==> config.mk <==
export PLATFORM = sky130hd
export DESIGN_NAME = mem_wb_stage_flat
export DESIGN_NICKNAME = d
export VERILOG_FILES = /design/src/rtl/mem_wb_stage_if.sv /design/src/rtl/mem_wb_stage.sv /design/src/flat_wrapper.sv
export SDC_FILE = /design/constraint.sdc
export NUM_CORES = 1
export LEC_CHECK = 0
export ABC_CLOCK_PERIOD_IN_PS = 4300
export BUFFER_PORTS_ARGS = -buffer_cell sky130_fd_sc_hd__buf_2
export CORE_ASPECT_RATIO = 1.5
export CORE_MARGIN = 4
export CORE_UTILIZATION = 43
export DETAILED_ROUTE_END_ITERATION = 8
export GPL_TIMING_DRIVEN = 0
export PLACE_DENSITY = 0.86
export SLEW_MARGIN = 25
export SYNTH_ARGS = -nofsm -noshare
export SYNTH_HDL_FRONTEND = slang
export SYNTH_SLANG_ARGS = --single-unit
export TNS_END_PERCENT = 1
==> constraint.sdc <==
create_clock -name clk -period 4.3 [get_ports clk]
set_input_delay 0.645 -clock clk [delete_from_list [all_inputs] [get_ports clk]]
set_output_delay 0.645 -clock clk [all_outputs]
set_load 0.01 [all_outputs]
==> src/rtl/mem_wb_stage_if.sv <==
// Data-memory request/response bus between the MEM stage (master) and data memory (slave).
interface mem_wb_stage_if #(
   parameter int unsigned ADDR_W = 8
);
   logic              mem_req;
   logic              mem_we;
   logic [ADDR_W-1:0] mem_addr;
   logic [31:0]       mem_wdata;
   logic [31:0]       mem_rdata;
   logic              mem_ready;

   modport master (
      output mem_req, mem_we, mem_addr, mem_wdata,
      input  mem_rdata, mem_ready
   );

   modport slave (
      input  mem_req, mem_we, mem_addr, mem_wdata,
      output mem_rdata, mem_ready
   );
endinterface

==> src/rtl/mem_wb_stage.sv <==
// MEM + WB stage: variable-latency load/store with timeout abort, upstream freeze,
// and the MEM/WB register that feeds the register-file write port.
module mem_wb_stage #(
   parameter int unsigned BASE_ADDR = 1024,
   parameter int unsigned ADDR_W    = 8,
   parameter int unsigned TIMEOUT   = 15
) (
   input  logic                  clk,
   input  logic                  rst,
   input  logic                  WB_EN,
   input  logic                  MEM_R_EN,
   input  logic                  MEM_W_EN,
   input  logic [31:0]           ALU_result,
   input  logic [31:0]           Val_RM,
   input  logic [3:0]            Dest,
   mem_wb_stage_if.master        mem,
   output logic                  freeze,
   output logic [3:0]            Dest_wb,
   output logic [31:0]           Result_WB,
   output logic                  writeBackEn,
   output logic                  mem_err,
   output logic                  align_err
);

   localparam logic [31:0] BaseAddr   = 32'(BASE_ADDR);
   localparam logic [7:0]  TimeoutCnt = 8'(TIMEOUT);

   typedef enum logic [1:0] {StIdle, StWait, StAbort} state_e;

   state_e     state_q, state_d;
   logic [7:0] cnt_q, cnt_d;
   logic       access;
   logic       abort_hit;
   logic       align_hit;

   assign access = MEM_R_EN | MEM_W_EN;

   // State register
   always_ff @(posedge clk) begin
      if (rst) begin
         state_q <= StIdle;
         cnt_q   <= '0;
      end else begin
         state_q <= state_d;
         cnt_q   <= cnt_d;
      end
   end

   // Next-state logic
   always_comb begin
      state_d   = state_q;
      cnt_d     = cnt_q;
      abort_hit = 1'b0;
      unique case (state_q)
         StIdle: begin
            if (access && !mem.mem_ready) begin
               state_d = StWait;
               cnt_d   = 8'd1;
            end
         end
         StWait: begin
            if (mem.mem_ready) begin
               state_d = StIdle;
               cnt_d   = '0;
            end else if (cnt_q == TimeoutCnt) begin
               state_d   = StAbort;
               cnt_d     = '0;
               abort_hit = 1'b1;
            end else begin
               cnt_d = cnt_q + 8'd1;
            end
         end
         StAbort: state_d = StIdle;
         default: state_d = StIdle;
      endcase
   end

   // Outputs; the aligned word address simply drops the low byte-offset bits
   always_comb begin
      mem.mem_req   = access && (state_q != StAbort);
      mem.mem_we    = MEM_W_EN && !MEM_R_EN;
      mem.mem_wdata = Val_RM;
      mem.mem_addr  = ADDR_W'((ALU_result - BaseAddr) >> 2);
      freeze        = access && !mem.mem_ready && (state_q != StAbort);
      align_hit     = access && mem.mem_req && (ALU_result[1:0] != 2'b00);
   end

   // MEM/WB pipeline register and sticky error flags
   always_ff @(posedge clk) begin
      if (rst) begin
         Dest_wb     <= '0;
         Result_WB   <= '0;
         writeBackEn <= 1'b0;
         mem_err     <= 1'b0;
         align_err   <= 1'b0;
      end else begin
         if (freeze || (state_q == StAbort)) begin
            writeBackEn <= 1'b0;
         end else begin
            Dest_wb     <= Dest;
            Result_WB   <= MEM_R_EN ? mem.mem_rdata : ALU_result;
            writeBackEn <= WB_EN && !mem.mem_we;
         end
         if (abort_hit) mem_err   <= 1'b1;
         if (align_hit) align_err <= 1'b1;
      end
   end

endmodule

==> src/flat_wrapper.sv <==
// flat-port wrapper written by rule: the top's interface ports become plain ports
module mem_wb_stage_flat 
#(
   parameter int unsigned BASE_ADDR = 1024,
   parameter int unsigned ADDR_W    = 8,
   parameter int unsigned TIMEOUT   = 15
)
  (clk, rst, WB_EN, MEM_R_EN, MEM_W_EN, ALU_result, Val_RM, Dest, freeze, Dest_wb, Result_WB, writeBackEn, mem_err, align_err, mem_mem_req, mem_mem_we, mem_mem_addr, mem_mem_wdata, mem_mem_rdata, mem_mem_ready);
  mem_wb_stage_if #(.ADDR_W(ADDR_W)) mem_i ();
  input  logic clk;
  input  logic rst;
  input  logic WB_EN;
  input  logic MEM_R_EN;
  input  logic MEM_W_EN;
  input  logic [31:0] ALU_result;
  input  logic [31:0] Val_RM;
  input  logic [3:0] Dest;
  output logic freeze;
  output logic [3:0] Dest_wb;
  output logic [31:0] Result_WB;
  output logic writeBackEn;
  output logic mem_err;
  output logic align_err;
  output wire logic [$bits(mem_i.mem_req)-1:0] mem_mem_req;
  output wire logic [$bits(mem_i.mem_we)-1:0] mem_mem_we;
  output wire logic [$bits(mem_i.mem_addr)-1:0] mem_mem_addr;
  output wire logic [$bits(mem_i.mem_wdata)-1:0] mem_mem_wdata;
  input wire logic [$bits(mem_i.mem_rdata)-1:0] mem_mem_rdata;
  input wire logic [$bits(mem_i.mem_ready)-1:0] mem_mem_ready;
  assign mem_mem_req = mem_i.mem_req;
  assign mem_mem_we = mem_i.mem_we;
  assign mem_mem_addr = mem_i.mem_addr;
  assign mem_mem_wdata = mem_i.mem_wdata;
  assign mem_i.mem_rdata = mem_mem_rdata;
  assign mem_i.mem_ready = mem_mem_ready;
  mem_wb_stage #(.BASE_ADDR(BASE_ADDR), .ADDR_W(ADDR_W), .TIMEOUT(TIMEOUT)) u_core (.clk(clk), .rst(rst), .WB_EN(WB_EN), .MEM_R_EN(MEM_R_EN), .MEM_W_EN(MEM_W_EN), .ALU_result(ALU_result), .Val_RM(Val_RM), .Dest(Dest), .mem(mem_i), .freeze(freeze), .Dest_wb(Dest_wb), .Result_WB(Result_WB), .writeBackEn(writeBackEn), .mem_err(mem_err), .align_err(align_err));
endmodule
# After elaboration in Yosys (flattened, before gate mapping)
# Index checks and enable logic that the tools add are counted.
[totals] out_inout_bits=82 word_cells=45 in_bits=106 ff_bits=49
[classes] mux=12 addsub=2 reduce_logical=17 n_eq_ne=6 bitwise_logic=1
[ops] cell="$mux 32" n=1
[ops] cell="$mux 8" n=3
[ops] cell="$pmux 8 s2" n=1
[ops] cell="$sub 10x1->10 const B" n=1
[ops] cell="$add 8x1->8 const B" n=1
[ops] cell="$eq 8x4->1 const B" n=1
[ops] cell="$logic_and 1x1->1" n=7
[ops] cell="$mux 2" n=3
[ops] cell="$pmux 2 s2" n=1
[ops] cell="$reduce_and 2->1" n=2
[ops] cell="$reduce_bool 2->1" n=2
[ops] cell="$logic_not 1->1" n=3
[ops] cell="$mux 1" n=3
[ops] cell="$ne 3x2->1 const B" n=1
[ops] cell="$eq 2x1->1 const B" n=1
[ops] cell="$eq 2x2->1 const B" n=1
[ops] cell="$logic_not 2->1" n=1
[ops] cell="$ne 2x1->1 const B" n=1
[ops] cell="$ne 2x2->1 const B" n=1
[ops] cell="$reduce_or 2->1" n=1
[ops] cell="$logic_or 1x1->1" n=1
[ops] cell="$or 1x1->1" n=1

# Logic depth before layout (Yosys ltp)
# Gate-level depths: netlist of run 1.
[logic_depth] ltp_word=5 mapped_depth=6 ltp_nobuf=5

# Worst setup path before layout of run 1
# Ideal clock, no wire load.
[synth_path] kind="input to register" from="input port MEM_R_EN" to="register u_core.cnt_q[5]" path_slack_ns=2.536 arrival_ns=1.694 setup_time_ns=0.070 required_ns=4.230 path_stages=5 cell_sequence="buf_6 o21bai_4 a21o_1 or4_1 a21oi_1"
[synth_via] elab_chain_cells=4
[synth_rtl] element="from (decl)" line="flat_wrapper.sv:13" source="input logic MEM_R_EN;"
[synth_rtl] element="$or 1x1->1" line="mem_wb_stage.sv:36" source="assign access = MEM_R_EN | MEM_W_EN;"
[synth_rtl] element="$logic_and 1x1->1" line="mem_wb_stage.sv:56" source="if (access && !mem.mem_ready) begin"
[synth_rtl] element="$ne 2x1->1 (no source line)"
[synth_rtl] element="$reduce_and 2->1 (no source line)"
[synth_rtl] element="to (signal assigned)" line="mem_wb_stage.sv:45" source="cnt_q <= cnt_d;"
[synth_rtl] element="to (decl)" line="mem_wb_stage.sv:31" source="logic [7:0] cnt_q, cnt_d;"
# No other way between the ends.
# A chain may end at the register's enable or synchronous reset.

# Final worst setup path of run 1
[layout_path] from="register u_core.state_q[1]" to="output port freeze"
[layout_via] elab_chain_cells=2
[layout_rtl] element="from (decl)" line="mem_wb_stage.sv:30" source="state_e state_q, state_d;"
[layout_rtl] element="from (signal assigned)" line="mem_wb_stage.sv:41" source="state_q <= StIdle;"
[layout_rtl] element="from (signal assigned)" line="mem_wb_stage.sv:44" source="state_q <= state_d;"
[layout_rtl] element="$ne 2x2->1" line="mem_wb_stage.sv:84" source="freeze = access && !mem.mem_ready && (state_q != StAbort);"
[layout_rtl] element="$logic_and 1x1->1" line="mem_wb_stage.sv:84"
[layout_rtl] element="to (decl)" line="flat_wrapper.sv:18" source="output logic freeze;"
# No other way between the ends.

==> impl_metrics.json, run 1 <==
{
  "hp-start": "u_core.align_err$_SDFFE_PP0P_",
  "drv_slew": 0,
  "cts_buffers": 5,
  "final_area_mm2": 0.00340,
  "synth.cell_area_mm2": 0.00246,
  "drive_gt1_share_pct": 49.5,
  "drcViolationCount": 0,
  "routedWlPerCell_um": 14.5,
  "synth_most_common_cell": "dfxtp_1",
  "worst_ep_required_time_ps": 3650,
  "synth_seq_area_share_pct": 39.9,
  "cp-start-kind": "register",
  "hold_viol": 0,
  "diodes": 0,
  "dr_total_vias": 2461,
  "worst_pin_slew_ps": 496,
  "yosysWarnings": 0,
  "endpoint_kind": "primary output",
  "max_freq_mhz": 528,
  "avgSynthCellArea_um2": 9.15,
  "gp_congestion": 0.785,
  "finalSetupTns_ps": 0,
  "syn_inst": 269,
  "synth.cells.most_frequent": "dfxtp_1 (49), nor2_1 (47), buf_4 (40), mux2i_1 (36), a211oi_1 (35)",
  "placed_cell_area_mm2": 0.00331,
  "cts.path.max_buffers": 2,
  "nets": 536,
  "die_h_um": 101,
  "ys_ff_latch": 49,
  "status": "finished clean",
  "synth_fa_ha_area_share_pct": 0.508,
  "setup_viol": 0,
  "clock-sinks": 49,
  "async_reset_ff_share_pct": 0,
  "r2r_setup_slack_ps": 2550,
  "detailed_place_hpwl_um": 5890,
  "postCtsSetupBuffers": 0,
  "ir_drop_mv": 0.209,
  "portBuffers": 153,
  "cp_max_fo": 10,
  "min_period_ps": 1900,
  "holdPathStages": 2,
  "hold_path_end": "u_core.align_err$_SDFFE_PP0P_",
  "die_x_um": 69.8,
  "synth_ff_type": "dfxtp_1",
  "crit_arrival_ps": 1250,
  "clk_pin_slew_ps": 90,
  "rsz0062_at_grt": "no",
  "cts_root_buf": "clkbuf_8",
  "powerDensity_mw_per_mm2": 298,
  "crit_path_top_delay_cell": "dfxtp_1",
  "drtAntennaViolNets": 0,
  "p_leak_nw": 1.78,
  "h-tree-depth": 2,
  "dr.pass1.iters": 4,
  "pre_cts_ws_ps": 2210,
  "maxSlewHeadroom_pct": 66.1,
  "min_period_over_period_pct": 44.1,
  "tritoncts": "yes",
  "drv_cap": 0,
  "start_util_pct": 44.8,
  "via_per_inst": 4.92,
  "clk_latency_ps": 300,
  "antenna_found_initial": 0,
  "synthXorXnorAreaFrac_pct": 1.07,
  "core_mm2": 0.00549,
  "routed_wl_um": 7230,
  "final.setup.worst_slack_ps": 2400,
  "track_usage_pct": 19.6,
  "grt_pass1_vias": 2427,
  "worstPathCellList": "buf_2, and2b_1, nor3_1, buf_2",
  "r2r-end": "u_core.Result_WB[26]$_SDFFE_PP0N_",
  "grt_pass1_wl_um": 11200,
  "synth-simple-area-share_pct": 11.7,
  "yosysTopAreaCell": "dfxtp_1",
  "grt_overflow": 0,
  "synth.area.top_cells": "dfxtp_1 (40%), mux2i_1 (15%), buf_4 (12%), a211oi_1 (11%), nor2_1 (7.2%)",
  "cts_resized": 0,
  "critPathKind": "register to primary output",
  "r2r-start": "u_core.state_q[1]$_SDFFE_PP0P_",
  "finalClockSkew_ps": 5.89,
  "synth_compound_area_share_pct": 16.2,
  "num_io_pins": 188,
  "ys_types": 34,
  "synth_top_area_share_pct": 39.9,
  "synth_edf_count": 0,
  "first_iter_violations": 85,
  "r2r_cells": 6,
  "grt_max_degree": 16,
  "hold_class": "register to register",
  "postCtsHoldBufs": 0,
  "critPathMostFrequentCell": "buf_2",
  "max_stage_delay_ps": 310,
  "muxShareOfSynthArea_pct": 14.6,
  "rows": 33,
  "fp.dieArea_mm2": 0.00702,
  "syn_nets": 376,
  "synth_top_family_by_area": "compound AO/OA/AOI/OAI gates",
  "area_delta_synth_final_pct": 38.2
}
[report_power, final]
group	internal [mW]	switching [mW]
sequential	0.484	0.0154
clock	0.116	0.157
combinational	0.121	0.120
total	0.722	0.292
[worst max-delay path, delay by kind of cell (launching register included)]
family / cells / cell delay, ps
flops: 1 / 310
simple gates: 2 / 320
buf+inv: 2 / 310
[routing by layer]
metal	track usage [%]	routed length [µm]
met1	19.9	2610
met2	37.4	3840
met3	6.09	672
met4	6.64	113
met5	0	0
[flip-flops by register name, indices dropped and copies added (netlist names)]
register            flops
u_core.mem_err          1
u_core.Result_WB       32
u_core.state_q          2
u_core.writeBackEn      1
u_core.align_err        1
u_core.cnt_q            8
u_core.Dest_wb          4
[per-stage QoR]
step / hold WS [ps] / utilization (%) / std cells / total power [mW]
finish: 455 / 61.9 / 500 / 1.01
global route: 478 / 61.9 / 500 / 1.08
CTS: 459 / 61.9 / 500 / 1.03
detailed placement: 437 / 60.4 / 492 / 0.755
global placement: 432 / 60.4 / 492 / 0.746
floorplan: 452 / - / 269 / 0.648
[cell usage in the layout (no fill, tap or decap), drive strengths merged, types with 2 or more instances in the layout]
| master | instances |
|---|---|
| nand2 | 2 |
| xnor2 | 3 |
| buf | 203 |
| a211oi | 35 |
| nor2 | 48 |
| mux2i | 36 |
| o21bai | 2 |
| dfxtp | 49 |
| nand3 | 3 |
| nor3 | 2 |
| o31ai | 2 |
| a21oi | 9 |
| clkbuf | 13 |
| inv | 4 |
| or4 | 2 |
| o21ai | 3 |
[worst max path at each step]
stage,slack (ps),start,to,depth (start not counted)
2_1_floorplan,2540,MEM_R_EN,u_core.cnt_q[5]$_SDFFE_PP0P_,5
3_3_place_gp,2230,MEM_R_EN,u_core.Result_WB[27]$_SDFFE_PP0N_,6
3_5_place_dp,2210,MEM_R_EN,u_core.Result_WB[25]$_SDFFE_PP0N_,6
4_1_cts,2390,u_core.state_q[1]$_SDFFE_PP0P_,mem_mem_req,4
5_1_grt,2300,u_core.state_q[1]$_SDFFE_PP0P_,mem_mem_req,4
6_report,2400,u_core.state_q[1]$_SDFFE_PP0P_,freeze,4
[area by class of cell]
class / instances / area, µm²
inverters: 3 / 11.3
plain buffers: 57 / 383
repair buffers: 153 / 766
fillers: 478 / 2090
well taps: 70 / 87.6
clock inverters: 2 / 13.8
flip-flops and latches: 49 / 981
multi-input cells: 160 / 1090
clock buffers: 6 / 72.6
[logic make-up after synthesis]
kind of cell | after synthesis
and+or+nand+nor | 65
buffers and inverters | 60
AOI/OAI and AO/OA | 55
DFF | 49
muxes | 36
xor gates and xnor gates | 3
adders and majority gates | 1
(Power assumes the default switching activity.)
==> inputs of run 2 (changes only) <==
Settings changed: ABC_CLOCK_PERIOD_IN_PS 4300 to 1800, CORE_UTILIZATION 43 to 40, PLACE_DENSITY 0.86 to 0.8.
Clock period 4.3 ns to 1.8 ns, I/O delays scaled along.
==> run 2 against run 1 <==
Effect of this change: routed wire length decreased by 2.1%; via count increased by 0.33%; largest cell class unchanged; total power increased to 2.5 times the previous value; critical endpoint is now u_core.Result_WB[24]$_SDFFE_PP0N_; sequential cell count unchanged; worst hold slack got worse by 240 ps; critical path type is now register to register; sequential power increased by 140%; critical path depth increased by 2.
==> impl_metrics.json, run 2 (synthesized netlist as in run 1, its figures left out) <==
{
  "num_io_pins": 188,
  "drcViolationCount": 0,
  "rows": 34,
  "detailed_place_hpwl_um": 5790,
  "finalClockSkew_ps": 10.3,
  "grt_use_met3_pct": 3.48,
  "routedWlPerCell_um": 14.1,
  "clock-sinks": 49,
  "setup.worst_path.start": "u_core.state_q[1]$_SDFFE_PP0P_",
  "multi_input_area_mm2": 0.00109,
  "cp_max_fo": 10,
  "diodes": 0,
  "use_met1_pct": 18.6,
  "antenna_found_initial": 0,
  "cts.path.max_buffers": 2,
  "track_usage_pct": 18.0,
  "area_delta_synth_final_pct": 39.4,
  "dr_total_vias": 2469,
  "rsz0062_at_grt": "no",
  "min_period_over_period_pct": 92.4,
  "dr.pass1.iters": 4,
  "setup_viol": 0,
  "grt_max_degree": 16,
  "clk_pin_slew_ps": 90,
  "grt_use_met2_pct": 34.1,
  "drive_gt1_share_pct": 49.5,
  "worst_pin_slew_ps": 487,
  "p_leak_nw": 1.79,
  "grt_pass1_vias": 2335,
  "cp-start-kind": "register",
  "crit_path_top_delay_cell": "dfxtp_1",
  "maxSlewHeadroom_pct": 66.7,
  "power_mw": 2.54,
  "final.setup.worst_slack_ps": 137,
  "finalSetupTns_ps": 0,
  "h-tree-depth": 2,
  "pre_cts_ws_ps": 112,
  "largest-register": "u_core.Result_WB",
  "critPathMostFrequentCell": "buf_2",
  "nFillCells": 550,
  "crit_arrival_ps": 1840,
  "hold_class": "input port to register",
  "layout_common_cells": "buf_2 (161), dfxtp_1 (49), nor2_1 (47)",
  "worst_ep_required_time_ps": 1980,
  "portBuffers": 153,
  "gp_congestion": 0.789,
  "via_per_inst": 4.92,
  "grt_pass1_wl_um": 10800,
  "grt_overflow": 0,
  "core_mm2": 0.00587,
  "hp-start": "Dest[3]",
  "die_x_um": 72.0,
  "fp.dieArea_mm2": 0.00750,
  "first_iter_violations": 87,
  "r2r-start": "u_core.state_q[1]$_SDFFE_PP0P_",
  "drv_slew": 0,
  "reg_top3": "u_core.Result_WB (32), u_core.cnt_q (8), u_core.Dest_wb (4)",
  "nets": 536,
  "clk_latency_ps": 300,
  "tritoncts": "yes",
  "layout_commonest_cell": "buf_2",
  "max_freq_mhz": 601,
  "worstPathCellList": "buf_2, and2b_1, nor2_2, clkbuf_4, buf_2, a211oi_1",
  "ir_drop_mv": 0.294,
  "critPathKind": "register to register",
  "drtAntennaViolNets": 0,
  "drv_cap": 0,
  "cts_buffers": 5,
  "hold_viol": 0,
  "gr-max-usage-layer": "met2",
  "cts_root_buf": "clkbuf_8",
  "ff_latch_area_um2": 981,
  "start_util_pct": 41.9,
  "min_period_ps": 1660,
  "routed_wl_um": 7070,
  "largest_reg_flops": 32,
  "endpoint_kind": "register",
  "powerDensity_mw_per_mm2": 740,
  "die_h_um": 104,
  "max_stage_delay_ps": 300,
  "status": "finished clean"
}
==> run 2: cell count changes in the layout (fill, tap and decap cells not counted), sizes merged <==
| cell | delta |
|---|---|
| buf | -1 |
| bufinv | +1 |
| clkbuf | +1 |
| inv | -1 |
==> run 2: repair_timing <==
| item | in CTS | in global routing |
|---|---|---|
| hold buffers | 0 | 0 |
| resized for setup | 0 | 1 |
| setup endpoints to repair | 0 | 2 |
| setup buffers | 0 | 0 |
==> run 2: layout make-up <==
| type | count | area share (%) |
|---|---|---|
| Sequential cell | 49 | 28.6 |
| Tap cell | 72 | 2.63 |
| Clock buffer | 6 | 2.12 |
| Inverter | 3 | 0.328 |
| Timing Repair Buffer | 153 | 22.3 |
| Clock inverter | 2 | 1.13 |
| Buffer | 57 | 11.2 |
| Multi-Input combinational cell | 160 | 31.7 |
==> run 2: path summary, 6_finish.rpt <==
kind / endpoint / depth (start not counted) / slack (ps)
worst max-delay path: u_core.Result_WB[24]$_SDFFE_PP0N_ / 6 / 140
worst min-delay path: u_core.Dest_wb[3]$_SDFFE_PP0N_ / 3 / 210
worst max register to register: u_core.Result_WB[24]$_SDFFE_PP0N_ / 6 / 140
worst min register to register: u_core.align_err$_SDFFE_PP0P_ / 2 / 450
==> run 2: per-layer routing <==
layer	up-vias	routed length, µm
met5	-	0
met4	0	159
met3	13	728
met2	138	3750
met1	1089	2440
li1	1229	-
==> run 2: critical path, delay by kind of cell, from the launching register on <==
| family | cells | cell delay (ps) |
|---|---|---|
| buffers and inverters | 3 | 690 |
| AND/OR/NAND/NOR | 2 | 440 |
| AO/OA/AOI/OAI | 1 | 100 |
| flip-flops | 1 | 300 |
==> run 2: metrics by stage <==
step           hold slack [ps]  area [µm²]  utilization, %  instances
3_3_place_gp               431        3320            56.5        494
2_1_floorplan              417        2460               -        269
6_report                   213        3430            58.4        502
4_1_cts                    206        3430            58.4        502
3_5_place_dp               438        3320            56.5        494
5_1_grt                    216        3430            58.4        502
==> run 2: report_power, final <==
group / switching (mW) / leakage, nW / total (mW) / internal (mW)
registers: 0.0352 / 0.405 / 1.19 / 1.16
clock network: 0.354 / 0.0554 / 0.771 / 0.417
logic: 0.288 / 1.33 / 0.577 / 0.290
